## src/rtl/password_access_ctrl.sv

```systemverilog
// Password enroll/verify controller driving an external 10x8 byte store.
// Optional lockout after repeated failed verifies: define PASSWORD_LOCKOUT_EN.
//
//  state    | meaning
//  ---------+------------------------------------------------------------
//  IDLE     | waiting for req_verify (priority) or req_enroll
//  ENROLL   | accepting bytes, writing each to storage at idx
//  VERIFY   | accepting bytes, comparing each with storage at idx
//  RESULT   | one-cycle done pulse, match valid
//  LOCKED   | lockout timer running, requests ignored (lockout build only)
module password_access_ctrl #(
  parameter int PW_LEN      = 4,
  parameter int MAX_FAIL    = 3,
  parameter int LOCK_CYCLES = 16
) (
  input  logic       clk_i,
  input  logic       rst_n_i,
  input  logic       req_enroll_i,
  input  logic       req_verify_i,
  input  logic       byte_valid_i,
  input  logic [7:0] byte_data_i,
  output logic       byte_ready_o,
  output logic       busy_o,
  output logic       done_o,
  output logic       match_o,
  output logic       locked_o,
  output logic       mem_write_en_o,
  output logic [3:0] mem_write_addr_o,
  output logic [7:0] mem_write_data_o,
  output logic [3:0] mem_read_addr_o,
  input  logic [7:0] mem_read_data_i
);

  localparam logic [3:0] LAST_IDX = 4'(PW_LEN - 1);

`ifdef PASSWORD_LOCKOUT_EN
  typedef enum logic [2:0] {S_IDLE, S_ENROLL, S_VERIFY, S_RESULT, S_LOCKED} state_t;
  localparam int FW = $clog2(MAX_FAIL + 1);
  localparam int LW = (LOCK_CYCLES > 1) ? $clog2(LOCK_CYCLES) : 1;
  localparam logic [FW-1:0] MAX_F     = FW'(MAX_FAIL);
  localparam logic [LW-1:0] LOCK_LOAD = LW'(LOCK_CYCLES - 1);
  logic [FW-1:0] fail_q, fail_d;
  logic [LW-1:0] lock_q, lock_d;
`else
  typedef enum logic [2:0] {S_IDLE, S_ENROLL, S_VERIFY, S_RESULT} state_t;
  logic unused_cfg;
  assign unused_cfg = ^{32'(MAX_FAIL), 32'(LOCK_CYCLES)};
`endif

  state_t     state_q, state_d;
  logic [3:0] idx_q, idx_d;
  logic       mismatch_q, mismatch_d;
  logic       verify_q, verify_d;
  logic       match_q, match_d;
  logic       accept;

  assign byte_ready_o     = (state_q == S_ENROLL) || (state_q == S_VERIFY);
  assign accept           = byte_valid_i && byte_ready_o;
  assign busy_o           = (state_q != S_IDLE);
  assign done_o           = (state_q == S_RESULT);
  assign match_o          = match_q;
  assign mem_write_en_o   = (state_q == S_ENROLL) && accept;
  assign mem_write_addr_o = (state_q == S_ENROLL) ? idx_q : 4'd0;
  assign mem_write_data_o = (state_q == S_ENROLL) ? byte_data_i : 8'd0;
  assign mem_read_addr_o  = (state_q == S_VERIFY) ? idx_q : 4'd0;
`ifdef PASSWORD_LOCKOUT_EN
  assign locked_o         = (state_q == S_LOCKED);
`else
  assign locked_o         = 1'b0;
`endif

  // Next-state logic: byte sequencing, sticky compare, result and lockout.
  always_comb begin
    state_d    = state_q;
    idx_d      = idx_q;
    mismatch_d = mismatch_q;
    verify_d   = verify_q;
    match_d    = match_q;
`ifdef PASSWORD_LOCKOUT_EN
    fail_d     = fail_q;
    lock_d     = lock_q;
`endif
    case (state_q)
      S_IDLE: begin
        if (req_verify_i || req_enroll_i) begin
          state_d    = req_verify_i ? S_VERIFY : S_ENROLL;
          verify_d   = req_verify_i;
          idx_d      = 4'd0;
          mismatch_d = 1'b0;
        end
      end
      S_ENROLL, S_VERIFY: begin
        if (accept) begin
          if (state_q == S_VERIFY) begin
            mismatch_d = mismatch_q | (byte_data_i != mem_read_data_i);
          end
          if (idx_q == LAST_IDX) begin
            state_d = S_RESULT;
            // Latched on the way into RESULT so it is valid with done.
            match_d = verify_q & ~mismatch_d;
          end else begin
            idx_d = idx_q + 4'd1;
          end
        end
      end
      S_RESULT: begin
        state_d = S_IDLE;
`ifdef PASSWORD_LOCKOUT_EN
        if (verify_q) begin
          if (match_q) begin
            fail_d = '0;
          end else if (fail_q != MAX_F) begin
            fail_d = fail_q + FW'(1);
          end
        end
        if (fail_d == MAX_F) begin
          state_d = S_LOCKED;
          lock_d  = LOCK_LOAD;
        end
`endif
      end
`ifdef PASSWORD_LOCKOUT_EN
      S_LOCKED: begin
        if (lock_q == '0) begin
          state_d = S_IDLE;
          fail_d  = '0;
        end else begin
          lock_d = lock_q - LW'(1);
        end
      end
`endif
      default: state_d = S_IDLE;
    endcase
  end

  // State and datapath registers.
  always_ff @(posedge clk_i or negedge rst_n_i) begin
    if (!rst_n_i) begin
      state_q    <= S_IDLE;
      idx_q      <= 4'd0;
      mismatch_q <= 1'b0;
      verify_q   <= 1'b0;
      match_q    <= 1'b0;
`ifdef PASSWORD_LOCKOUT_EN
      fail_q     <= '0;
      lock_q     <= '0;
`endif
    end else begin
      state_q    <= state_d;
      idx_q      <= idx_d;
      mismatch_q <= mismatch_d;
      verify_q   <= verify_d;
      match_q    <= match_d;
`ifdef PASSWORD_LOCKOUT_EN
      fail_q     <= fail_d;
      lock_q     <= lock_d;
`endif
    end
  end

endmodule

```

## config.mk

```make
export PLATFORM = sky130hd
export DESIGN_NAME = password_access_ctrl
export DESIGN_NICKNAME = d
export VERILOG_FILES = /design/src/rtl/password_access_ctrl.sv
export SDC_FILE = /design/constraint.sdc
export NUM_CORES = 1
export LEC_CHECK = 0
export BUFFER_PORTS_ARGS = -buffer_cell sky130_fd_sc_hd__buf_2
export CAP_MARGIN = 20
export CORE_UTILIZATION = 43
export CTS_CLUSTER_SIZE = 12
export DETAILED_ROUTE_END_ITERATION = 16
export PLACE_DENSITY = 0.87
export SLEW_MARGIN = 10
export SYNTH_ARGS = -nofsm -noshare
export SYNTH_HDL_FRONTEND = slang
export SYNTH_SLANG_ARGS = --single-unit
```

## constraint.sdc

```tcl
create_clock -name clk_i -period 2.2 [get_ports clk_i]
set_clock_uncertainty 0.15 [all_clocks]
set_input_delay 0.11 -clock clk_i [delete_from_list [all_inputs] [get_ports clk_i]]
set_output_delay 0.11 -clock clk_i [all_outputs]
set_load 0.005 [all_outputs]
```

== Yosys cells after proc, flatten, opt, wreduce, memory -nomap -nowiden ==
Index checks and enable logic that the tools add are counted.

* Output and inout port bits: 22
* Input bits: 21
* Flip-flop bits (word level): 10
* Logic and storage cells: 49

* Multiplexer cells: 18
* Add/subtract/negate cells: 1
* Bitwise gates (word level): 3
* Eq/ne operators: 9
* Reductions and logical operators: 13

{| class="wikitable"
|+ Operators with widths
! operator !! number
|-
| 2-to-1 mux 4 bit || 5
|-
| 2-to-1 mux 3 bit || 3
|-
| AND reduction 3 bit || 3
|-
| 2-to-1 mux 8 bit || 1
|-
| != test 2 bit, second input constant || 4
|-
| != test 8 bit || 1
|-
| case mux 4 bit (2 select lines) || 1
|-
| == test 3 x 2 -> 1 bit, second input constant || 2
|-
| case mux 3 bit (2 select lines) || 1
|-
| 2-to-1 mux 1 bit || 5
|-
| adder 4 x 1 -> 4 bit, second input constant || 1
|-
| == test 4 x 2 -> 1 bit, second input constant || 1
|-
| AND reduction 4 bit || 1
|-
| == test 3 x 1 -> 1 bit, second input constant || 1
|-
| logical NOT 3 bit || 1
|-
| nonzero test 3 bit || 1
|-
| logical AND 1 bit || 2
|-
| logical OR 1 bit || 2
|-
| 2-to-1 mux 2 bit || 1
|-
| case mux 1 bit (2 select lines) || 1
|-
| AND reduction 2 bit || 1
|-
| nonzero test 2 bit || 1
|-
| OR reduction 2 bit || 1
|-
| AND 1 bit || 1
|-
| other kinds (2) || 2
|}

== Logic depth before layout (Yosys ltp) ==
* Depth in word-level cells: 7
* Gate-level depth with buffers: 6

== Worst setup path after synthesis ==
No wires, ideal clock.

* Path type: register to register
* Start: register state_q[0]
* End: register idx_q[3]
* Cell stages (with the launch flop): 7
* Clock period less this slack: 1.815 ns
* Data required time: 1.924 ns
* Data arrival time: 1.539 ns
* Setup slack: 0.385 ns
* Path through: dfrtp_1 > inv_1 > ha_1 > nor2b_4 > nor4b_4 > nand4_1 > mux2i_1

* Cells in the longest elaborated chain, start to end: 5
* Elaborated cells on any way between the ends: 12
* Classes of those cells: eq/ne (5); mux (1); reduce/logical (6)

{| class="wikitable"
|+ Ends and longest elaborated chain
! what !! line !! text
|-
| start, declared || 50 || <nowiki>state_t state_q, state_d;</nowiki>
|-
| start signal, assigned || 149 || <nowiki>state_q <= state_d;</nowiki>
|-
| == test 3 x 1 -> 1 bit / == test 3 x 2 -> 1 bit (equally long branches) || 57 || <nowiki>assign byte_ready_o = (state_q == S_ENROLL) || (state_q == S_VERIFY);</nowiki>
|-
| logical OR 1 bit (*) || 57 ||
|-
| named net byte_ready_o || 22 || <nowiki>output logic byte_ready_o,</nowiki>
|-
| logical AND 1 bit (*) || 58 || <nowiki>assign accept = byte_valid_i && byte_ready_o;</nowiki>
|-
| != test 2 bit (no source line) (*) || n/a ||
|-
| AND reduction 4 bit (no source line) (*) || n/a ||
|-
| end signal, assigned || 150 || <nowiki>idx_q <= idx_d;</nowiki>
|-
| end, declared || 51 || <nowiki>logic [3:0] idx_q, idx_d;</nowiki>
|}

The timed path passes the listed nets; every way through them passes the cells marked *.
A chain may end at the register's enable or synchronous reset.

== Worst setup path after layout ==
* Start: register state_q[0]
* End: register idx_q[3]

* Cells in the longest elaborated chain, start to end: 5
* Elaborated cells on any way between the ends: 12
* Classes of those cells: eq/ne (5); mux (1); reduce/logical (6)

{| class="wikitable"
|+ Ends and longest elaborated chain
! what !! line
|-
| == test 3 x 1 -> 1 bit / == test 3 x 2 -> 1 bit (equally long branches) || 57, 83
|-
| logical OR 1 bit || 57
|-
| logical AND 1 bit || 58
|-
| != test 2 bit (no source line) || n/a
|-
| AND reduction 4 bit (no source line) || n/a
|}

Parallel ways exist; a longest one is shown, timed or not.

==> results_dict.tcl <==
set metrics [dict create \
    slew_violations 0 \
    final-instance-count-excl-fill 151 \
    pwr_density_cell_nw_per_um2 1270 \
    final-setup-viol-count 0 \
    die_outline_area_um2 1970 \
    intPower_mw 0.746 \
    avgRoutedWirePerCell_um 12.2 \
    power.share.combinational_pct 65.2 \
    finalHoldWorstSlack_ns 0.0137 \
    critical_path_depth 6 \
    clockBufferDepth 2 \
    yosys_warnings 0 \
    fmax_ghz 0.505 \
    setup_slack_ns 0.220 \
    unrepaired_setup_endpoints_after_global_routing "no" \
    critical-path-top-delay-family "simple AND/OR/NAND/NOR gates" \
    cts.reportedPaths.clkPinSlew_ns 0.06 \
    clock_insertion_delay_worst_skew_ns 0.28 \
    syn-num-nets 109 \
    timing.critical_path.cells "inv_1, ha_1, nor2b_4, nor4b_4, nand4_1, mux2i_1" \
    maxCapViolations 0 \
    drc 0 \
    postSynthRegisterBits 9 \
    worstPathRequired_ns 2.21 \
    vdd_ir_drop_max_mv 0.951 \
    dr_total_vias 720 \
    layout_min_cycle_time_ns 1.98 \
    net-switching-power_mw 0.560 \
    final_core_utilization_pct 64.8 \
    synth_cells 83 \
    die_width_um 44.4 \
    worst-setup-path-type "reg -> reg" \
    timing.critical_path.arrival_ns 1.99 \
    fp.coreArea_um2 1590 \
    path_buf_inv 1 \
    number_of_global_route_vias_before_repair 668 \
    hold_path.class "in -> reg" \
    p_seq_share_pct 24.4 \
    clockPowerShare_pct 10.4 \
    place.gp.congestion 0.802 \
    std_cell_rows 14 \
    tritoncts "built" \
    num_antenna_cells 0 \
    timing.critical_path.slowest_stage_cell "ha_1" \
    finalCritPeriodShare_pct 90.0 \
    cts_max_level 1 \
    cell_count_of_the_worst_hold_path 3 \
    dr.first_iter.drc_count 5 \
    finalHoldViolCount 0 \
    grt_overflow_total 0 \
    placement.io_buffers 41 \
    final_nets 154 \
    cts_made_buffers 3 \
    place_ws_ns 0.217 \
    power.share.switching_pct 42.9 \
    clock_sink_count 9 \
    cts_root_buf "clkbuf_4" \
    gr-usage-all-layers_pct 21.5 \
    dpl_hpwl_um 1520 \
    detail_route.vias_per_cell 4.77 \
    finalPower_mw 1.31 \
    count_of_cells_along_the_worst_register_to_register_path 6 \
    grt_pass1_wl_um 2970 \
    finish.instance_area_um2 1030 \
    total_negative_setup_slack_ns 0 \
    die_y_um 44.4 \
    netlist_area_before_placement_um2 772 \
    synthesis.area_per_instance_um2 9.30 \
    antenna_found_initial 0 \
    detail_route.first_pass.iterations 4 \
    drt_wl_total_um 1850 \
    run_status "complete, no violations" \
    ant_nets 0 \
    leakagePower_nw 0.559 \
    drive_above_1_share_pct 38.6 \
    end_kind "flip-flop" \
    synth_cell_type_count 27 \
    areaGrowthSynthToFinish_pct 33.7 \
    post_dp_cell_area_um2 996 \
    timing.critical_path.fanout_max 10 \
    timing.critical_path.slowest_cell_delay_ns 0.42 \
    grt_max_degree 14 \
    timing.critical_path.from_type "flip-flop" \
    start_util_pct 48.4 \
    share_of_the_yosys_chip_area_belonging_to_registers_pct 29.2 \
    cts_setup_buffers 0 \
    ioPinCount 43 \
    post-place-cells 146 \
]
## layer usage
layer / global-route usage [%] / share of wire (%) / up-vias
met5: 0 / 0 / -
met4: 7.27 / 1.7 / 0
met3: 7.76 / 4.3 / 5
met2: 39.1 / 52 / 20
met1: 22.7 / 42 / 331
li1: - / - / 364
## sequential cells by signal, summed over array words and instances (netlist names)
signal,flops
verify_q,1
mismatch_q,1
match_o,1
state_q,2
idx_q,4
## what timing repair did
action                    in CTS  in global routing
hold endpoints to repair       9                  0
hold buffers                   1                  0
gates resized for setup        0                  0
## cells by family (layout without fill, tap and decap cells)
| group | count (synthesis) | in the layout | synth area share, % |
|---|---|---|---|
| AOI/OAI and AO/OA | 9 | 9 | 6.81 |
| muxes | 6 | 6 | 8.27 |
| other | 1 | 1 | 0.486 |
| adders and majority gates | 5 | 5 | 8.10 |
| DFF | 9 | 9 | 29.2 |
| buffers and inverters | 7 | 51 | 3.89 |
| xor gates and xnor gates | 8 | 8 | 9.08 |
| and+or+nand+nor | 38 | 38 | 34.2 |
## tightest hold or removal path, stage by stage
cell and delay [ns]:
buf_2 0.13, inv_1 0.08, o21ai_0 0.07
## path summary, 6_finish.rpt
| check | from | to | slack [ns] |
|---|---|---|---|
| min in group asynchronous | rst_n_i | idx_q[2]$_DFFE_PN0P_ | 0.08 |
| worst max-delay path | state_q[0]$_DFFE_PN0P_ | idx_q[3]$_DFFE_PN0P_ | 0.22 |
| worst max register to register | state_q[0]$_DFFE_PN0P_ | idx_q[3]$_DFFE_PN0P_ | 0.22 |
| worst min register to register | verify_q$_DFFE_PN0P_ | verify_q$_DFFE_PN0P_ | 0.33 |
| max in group asynchronous | rst_n_i | mismatch_q$_DFFE_PN0P_ | 1.64 |
| worst min-delay path | req_verify_i | verify_q$_DFFE_PN0P_ | 0.01 |
## cell type report
class                           instances  area, µm²
Inverter                                5       18.8
Tap cell                               24       30.0
Multi-Input combinational cell         67        517
Fill cell                             144        562
Clock buffer                            4       26.3
Timing Repair Buffer                   42        215
Sequential cell                         9        225
## power groups by stage
stage | clock network, mW | logic (mW) | registers (mW)
floorplan | 0 | 0.600 | 0.303
global placement | 0 | 0.808 | 0.314
detailed placement | 0 | 0.859 | 0.324
CTS | 0.139 | 0.865 | 0.320
global route | 0.143 | 0.947 | 0.333
finish | 0.136 | 0.851 | 0.319
## layout by cell type, fill, tap and decap left out, types with 2 or more instances in the layout
master    instances
buf_2            41
and2_1           16
dfrtp_1           9
xnor2_1           8
inv_1             5
nand2_1           5
ha_1              5
o21ai_0           3
mux2i_1           3
a21oi_1           3
nor2_1            3
mux2_1            3
nand4_1           3
clkbuf_4          3
nor2b_1           2
a22o_1            2
## cells in the mapped netlist, drive strengths merged
cell type	n	area (µm²)
and2	16	100
dfrtp	9	225
xnor2	8	70.1
ha	5	62.6
inv	5	18.8
nand2	5	18.8
o21ai	4	20.0
a21oi	3	15.0
mux2	3	33.8
mux2i	3	30.0
nand4	3	18.8
nor2	3	11.3
nor2b	3	26.3
nor3b	3	38.8
a22o	2	17.5
nor3	2	15.0
and3	1	6.26
buf	1	7.51
clkbuf	1	3.75
conb	1	3.75
nand3	1	5.00
nor4b	1	23.8
Note: power is estimated with default switching activity, not from simulation.
